## config.mk

```make
export PLATFORM = sky130hd
export DESIGN_NAME = aes_round_ctrl
export DESIGN_NICKNAME = d
export VERILOG_FILES = /design/src/rtl/aes_round_ctrl.sv
export SDC_FILE = /design/constraint.sdc
export NUM_CORES = 1
export LEC_CHECK = 0
export CORE_MARGIN = 4
export CORE_UTILIZATION = 51
export CTS_BUF_LIST = sky130_fd_sc_hd__clkbuf_8
export DETAILED_ROUTE_END_ITERATION = 16
export GPL_ROUTABILITY_DRIVEN = 0
export PLACE_DENSITY = 0.82
export SLEW_MARGIN = 20
export SYNTH_ARGS = -nofsm -noshare
export SYNTH_HDL_FRONTEND = slang
export SYNTH_SLANG_ARGS = --single-unit
export TNS_END_PERCENT = 1
```

## constraint.sdc

```tcl
create_clock -name clk -period 2.8 [get_ports clk]
set_clock_uncertainty 0.2 [all_clocks]
set_input_delay 0.56 -clock clk [delete_from_list [all_inputs] [get_ports clk]]
set_output_delay 0.56 -clock clk [all_outputs]
set_load 0.03 [all_outputs]
```

## src/rtl/aes_round_ctrl.sv

```systemverilog
// AES encryption round sequencer: accepts a block, pulses the key load, steps NR rounds
// and holds the result until the consumer takes it. All outputs come straight from flops.
module aes_round_ctrl #(
    parameter int unsigned NR = 10,
    parameter int unsigned CW = 4
) (
    input  logic          clk,
    input  logic          rst,
    input  logic          in_valid,
    output logic          in_ready,
    input  logic          abort,
    output logic          kld,
    output logic          st_ld,
    output logic          rnd_en,
    output logic          last_rnd,
    output logic [CW-1:0] rnd_cnt,
    output logic          out_valid,
    input  logic          out_ready,
    output logic [15:0]   blk_cnt
);

    localparam int unsigned BW = 16;

    typedef enum logic [1:0] {
        IDLE  = 2'd0,
        LOAD  = 2'd1,
        ROUND = 2'd2,
        DONE  = 2'd3
    } state_e;

    state_e        state_q, state_d;
    logic [CW-1:0] rnd_cnt_q, rnd_cnt_d;
    logic [BW-1:0] blk_cnt_q, blk_cnt_d;
    logic          in_ready_q, in_ready_d;
    logic          load_q, load_d;
    logic          rnd_en_q, rnd_en_d;
    logic          last_rnd_q, last_rnd_d;
    logic          out_valid_q, out_valid_d;

    // Next state plus next-cycle outputs, decoded from the next state so every output is a flop.
    always_comb begin
        state_d   = state_q;
        rnd_cnt_d = '0;
        blk_cnt_d = blk_cnt_q;

        case (state_q)
            IDLE: begin
                if (in_valid && !abort) begin
                    state_d = LOAD;
                end
            end
            LOAD: begin
                if (abort) begin
                    state_d = IDLE;
                end else begin
                    state_d   = ROUND;
                    rnd_cnt_d = CW'(1);
                end
            end
            ROUND: begin
                if (abort) begin
                    state_d = IDLE;
                end else if (rnd_cnt_q == CW'(NR)) begin
                    state_d = DONE;
                end else begin
                    rnd_cnt_d = rnd_cnt_q + CW'(1);
                end
            end
            DONE: begin
                // Abort takes priority over a simultaneous output handshake.
                if (abort) begin
                    state_d = IDLE;
                end else if (out_ready) begin
                    state_d   = IDLE;
                    blk_cnt_d = blk_cnt_q + BW'(1);
                end
            end
            default: begin
                state_d = IDLE;
            end
        endcase

        in_ready_d  = (state_d == IDLE);
        load_d      = (state_d == LOAD);
        rnd_en_d    = (state_d == ROUND);
        last_rnd_d  = (state_d == ROUND) && (rnd_cnt_d == CW'(NR));
        out_valid_d = (state_d == DONE);
    end

    always_ff @(posedge clk or negedge rst) begin
        if (!rst) begin
            state_q     <= IDLE;
            rnd_cnt_q   <= '0;
            blk_cnt_q   <= '0;
            in_ready_q  <= 1'b1;
            load_q      <= 1'b0;
            rnd_en_q    <= 1'b0;
            last_rnd_q  <= 1'b0;
            out_valid_q <= 1'b0;
        end else begin
            state_q     <= state_d;
            rnd_cnt_q   <= rnd_cnt_d;
            blk_cnt_q   <= blk_cnt_d;
            in_ready_q  <= in_ready_d;
            load_q      <= load_d;
            rnd_en_q    <= rnd_en_d;
            last_rnd_q  <= last_rnd_d;
            out_valid_q <= out_valid_d;
        end
    end

    // Key load and state load share the LOAD cycle, so one flop feeds both.
    assign in_ready  = in_ready_q;
    assign kld       = load_q;
    assign st_ld     = load_q;
    assign rnd_en    = rnd_en_q;
    assign last_rnd  = last_rnd_q;
    assign rnd_cnt   = rnd_cnt_q;
    assign out_valid = out_valid_q;
    assign blk_cnt   = blk_cnt_q;

endmodule

```

# ---- Word level (Yosys, flattened, before mapping)
# Index checks and enable logic that the tools add are counted.
dict set report totals {
  out_inout_bits 26
  register_bits 27
  wordCells 36
}
dict set report op_classes {
  n_reduce_logical 6
  addsub 2
  bitwise_logic 1
  eq_ne 8
  mux 11
}
# cell n
set ops {}
lappend ops {{$add A16 B1 Y16 const B} 1}
lappend ops {{$mux W2} 6}
lappend ops {{$eq A2 B2 Y1 const B} 4}
lappend ops {{$eq A4 B4 Y1 const B} 2}
lappend ops {{$mux W4} 2}
lappend ops {{$pmux W2 S4} 1}
lappend ops {{$pmux W4 S2} 1}
lappend ops {{$add A4 B1 Y4 const B} 1}
lappend ops {{$eq A2 B1 Y1 const B} 2}
lappend ops {{$logic_not A2 Y1} 2}
lappend ops {{$reduce_and A3 Y1} 1}
lappend ops {{$logic_and A1 B1 Y1} 2}
lappend ops {{$logic_not A1 Y1} 1}
lappend ops {{$mux W1} 1}
lappend ops {{$not A1 Y1} 1}

# ---- Logic depth before layout (Yosys ltp)
dict set report depth {
  depth_word 6
  mapped_depth 6
  ltp_nobuf 6
}

# ---- Least setup slack after synthesis
# No wires, ideal clock.
dict set report synth_timing {
  path_kind {reg2reg}
  startpoint {register rnd_cnt_q[0] (netlist: rnd_cnt[0])}
  endpoint {register last_rnd_q (netlist: last_rnd)}
  t_arrival_ps 1665
  setup_ps 121
  path_stages_with_launch 7
  synth_period_minus_slack_ps 1985
  path_slack_ps 815
  cell_sequence {dfrtp_1 -> inv_1 -> ha_1 -> nand2_1 -> or4_4 -> a31oi_4 -> and4b_1}
}
dict set report synth_via {
  elab_chain_len 6
}
# element line
set synth_rtl {}
lappend synth_rtl {{start: declaration} 32} ;# logic [CW-1:0] rnd_cnt_q, rnd_cnt_d;
lappend synth_rtl {{start signal: assignment} 102} ;# rnd_cnt_q <= rnd_cnt_d;
lappend synth_rtl {{$eq A4 B4 Y1} 63} ;# end else if (rnd_cnt_q == CW'(NR)) begin
lappend synth_rtl {{$mux W2} 63}
lappend synth_rtl {{$mux W2} 61} ;# if (abort) begin
lappend synth_rtl {{$pmux W2 S4} 46} ;# case (state_q)
lappend synth_rtl {{net state_d[0]} 31} ;# state_e state_q, state_d;
lappend synth_rtl {{$eq A2 B2 Y1} 86} ;# last_rnd_d = (state_d == ROUND) && (rnd_cnt_d == CW'(NR));
lappend synth_rtl {{$logic_and A1 B1 Y1} 86}
lappend synth_rtl {{net last_rnd_d} 37} ;# logic last_rnd_q, last_rnd_d;
lappend synth_rtl {{end signal: assignment} 107} ;# last_rnd_q <= last_rnd_d;
lappend synth_rtl {{end: declaration} 37}
# The timed path passes the listed nets, and every way through them passes these cells.
# A chain may end at the register's enable or synchronous reset.

# ---- Worst setup path in the final report
dict set report layout_timing {
  startpoint {register in_ready_q (netlist: in_ready)}
  endpoint {output port in_ready}
}
# element line
set layout_lines {}
lappend layout_lines {{start: declaration} 34} ;# logic in_ready_q, in_ready_d;
lappend layout_lines {{start signal: assignment} 104} ;# in_ready_q <= in_ready_d;
lappend layout_lines {{end: declaration} 10} ;# output logic in_ready,
# No word-level cell between the ends.

==> results.py <==
metrics = {
    "synth": {
        "synth_cell_types": 30,
        "synthTopCellsByArea": "dfrtp_1 50%, xnor2_1 8.1%, ha_1 6.8%",
        "yosys.area.top_type": "dfrtp_1",
        "async_flop_share": 1.00,
        "avgSynthCellArea_um2": 11.5,
        "ys_ff_latch": 27,
        "yosysSeqAreaShare": 0.525,
        "syn_nets": 124,
        "synth_commonest_cells": "26 x dfrtp_1, 12 x xnor2_1, 9 x nand3_1",
        "yosys.area.top_type_share": 0.504,
        "synth_edf_count": 0,
        "synth_ff_type": "dfrtp_1",
        "netlist_area_mm2": 0.00129,
        "yosys_warnings": 0,
        "synthCells": 112,
        "synth.most_common_cell": "dfrtp_1",
    },
    "global_route": {
        "grtUsageTotal": 0.167,
        "grt_max_degree": 28,
        "grt_pass1_wl_mm": 4.35,
        "grt_overflow": 0,
        "first_global_vias": 897,
        "antenna_found_initial": 0,
    },
    "finish": {
        "fin_area_mm2": 0.00167,
        "final_nets": 158,
        "area_delta_synth_final_pct": 29.3,
        "stdcell_count": 173,
        "diodes": 0,
        "drive_gt1_frac": 0.0828,
    },
    "sta": {
        "fmax_mhz": 451,
        "slew-limit-headroom": 0.738,
        "min_period_over_period": 0.792,
        "grt_setup_unrepaired": "false",
        "setup_violations": 0,
        "slew_viol_final": 0,
        "fin_tns_setup_ns": 0,
        "tightest_slew_ns": 0.393,
        "finalHoldViolations": 0,
        "period_minus_slack_ns": 2.22,
    },
    "detailed_routing": {
        "wire_per_inst_um": 14.6,
        "wl_mm": 2.52,
        "ant_nets": 0,
        "dr.pass1.iters": 4,
        "vias_per_cell": 5.52,
        "drc": 0,
        "vias": 955,
        "dr.first_iter.drc_count": 32,
    },
    "setup_path": {
        "critPathMaxFanout": 1,
        "reg2reg_slack_ns": 0.70,
        "worstSetupEndpointType": "primary output",
        "cp.buffers_inverters": 1,
        "path_class": "flop to primary output",
        "cp_top_family": "buffers and inverters",
        "path_cells": "clkdlybuf4s50_1",
        "critPathLaunchType": "flop",
        "worstPathArrival_ns": 1.46,
        "required_ns": 2.04,
        "cpMaxStageDelayCell": "clkdlybuf4s50_1",
        "crit_path_max_incr_delay_ns": 0.66,
    },
    "floorplan": {
        "ios": 31,
        "die-area_mm2": 0.00340,
        "coreArea_mm2": 0.00232,
        "die_w_um": 58.3,
        "start_util": 0.556,
        "die_h_um": 58.3,
        "num_rows": 17,
    },
    "clocking": {
        "htree_levels": 1,
        "worstSkewPairLatency_ns": 0.27,
        "cts_tree": "done",
        "clock_sinks": 27,
        "cts_resized": 0,
        "cts_buffers": 3,
        "cts_hold_buf": 0,
        "clockBufferDepth": 2,
        "cts_root_buf": "clkbuf_8",
        "clkTransAtPathRegs_ns": 0.09,
        "postCtsSetupBuffers": 0,
    },
    "worst_hold_path": {
        "hold_class": "flop to flop",
    },
    "placed_design": {
        "portBuffers": 30,
        "dpl.hpwl_mm": 1.90,
        "placed_area_mm2": 0.00162,
        "dp_cells": 169,
    },
    "run_status": {
        "status": "complete, no violations",
    },
    "power_and_ir_drop": {
        "p_leak_nw": 0.764,
        "p_per_area_mw_per_mm2": 570,
        "vdd_drop_max_uv": 500,
    },
    "flow_run": {
        "max-cap-violations": 0,
    },
}
[power by group]
part / leakage (nW) / switching [mW] / total (mW) / internal (mW)
Combinational: 0.368 / 0.168 / 0.280 / 0.112
Sequential: 0.371 / 0.0247 / 0.451 / 0.426
Clock: 0.0255 / 0.121 / 0.220 / 0.0997
Total: 0.764 / 0.313 / 0.951 / 0.638
[placed cells by master (no fill, tap or decap), types with 2 or more instances in the layout]
| cell | netlist | layout |
|---|---|---|
| clkdlybuf4s50_1 | 0 | 30 |
| dfrtp_1 | 26 | 26 |
| xnor2_1 | 12 | 12 |
| nand3_1 | 9 | 9 |
| nand2_1 | 8 | 8 |
| nor2_1 | 7 | 7 |
| ha_1 | 7 | 7 |
| inv_1 | 6 | 6 |
| nor2b_1 | 4 | 4 |
| xor2_1 | 4 | 4 |
| nand3b_1 | 3 | 3 |
| and3_1 | 3 | 3 |
| clkbuf_8 | 0 | 3 |
| a211oi_2 | 2 | 2 |
| o21ai_0 | 2 | 2 |
| and4b_1 | 2 | 2 |
| nand4_1 | 2 | 2 |
[routing by layer]
metal	wire length [um]	global-route usage	up-vias
met1	1160	0.229	480
met5	0	0	-
li1	-	-	444
met2	1210	0.270	27
met3	112	0.0197	4
met4	38	0.0695	0
[sequential cells by signal, indices dropped and copies added (netlist names)]
signal,flops
blk_cnt,16
last_rnd,1
state_q,2
out_valid,1
kld,1
rnd_cnt,4
rnd_en,1
in_ready,1
[metrics by stage]
step / power (mW) / util / setup slack [ns] / hold WS (ns)
global placement: 0.725 / 0.699 / 0.428 / 0.267
global route: 1.01 / 0.719 / 0.498 / 0.299
detailed placement: 0.734 / 0.699 / 0.340 / 0.265
floorplan: 0.640 / - / 0.815 / 0.0644
finish: 0.951 / 0.719 / 0.584 / 0.277
CTS: 0.952 / 0.719 / 0.573 / 0.282
[layout make-up]
cell class	instances	area (um^2)
sequential	27	677
fill	185	651
tap	28	35.0
clock buffer	3	41.3
timing repair buffer	31	308
multi-input combinational	77	579
inverter	6	22.5
clock inverter	1	5.00
[worst paths after layout]
check | start | to | depth (start not counted)
worst max-delay path | in_ready | in_ready | 1
worst min-delay path | blk_cnt[15] | blk_cnt[15] | 1
worst max register to register | state_q[0] | last_rnd | 6
worst min register to register | blk_cnt[15] | blk_cnt[15] | 1
max in group asynchronous | rst | in_ready | 2
min in group asynchronous | rst | blk_cnt[14] | 2
[cells by family (layout without fill, tap and decap cells)]
| kind of cell | Yosys count | count (layout) | synth area share |
|---|---|---|---|
| XOR/XNOR | 16 | 16 | 0.109 |
| adder cells (fa/ha/maj) | 7 | 7 | 0.0679 |
| flip-flops | 27 | 27 | 0.525 |
| AO/OA/AOI/OAI | 8 | 8 | 0.0611 |
| buffers and inverters | 8 | 41 | 0.0262 |
| AND/OR/NAND/NOR | 46 | 46 | 0.211 |
Power figures use the tool's default switching activity.
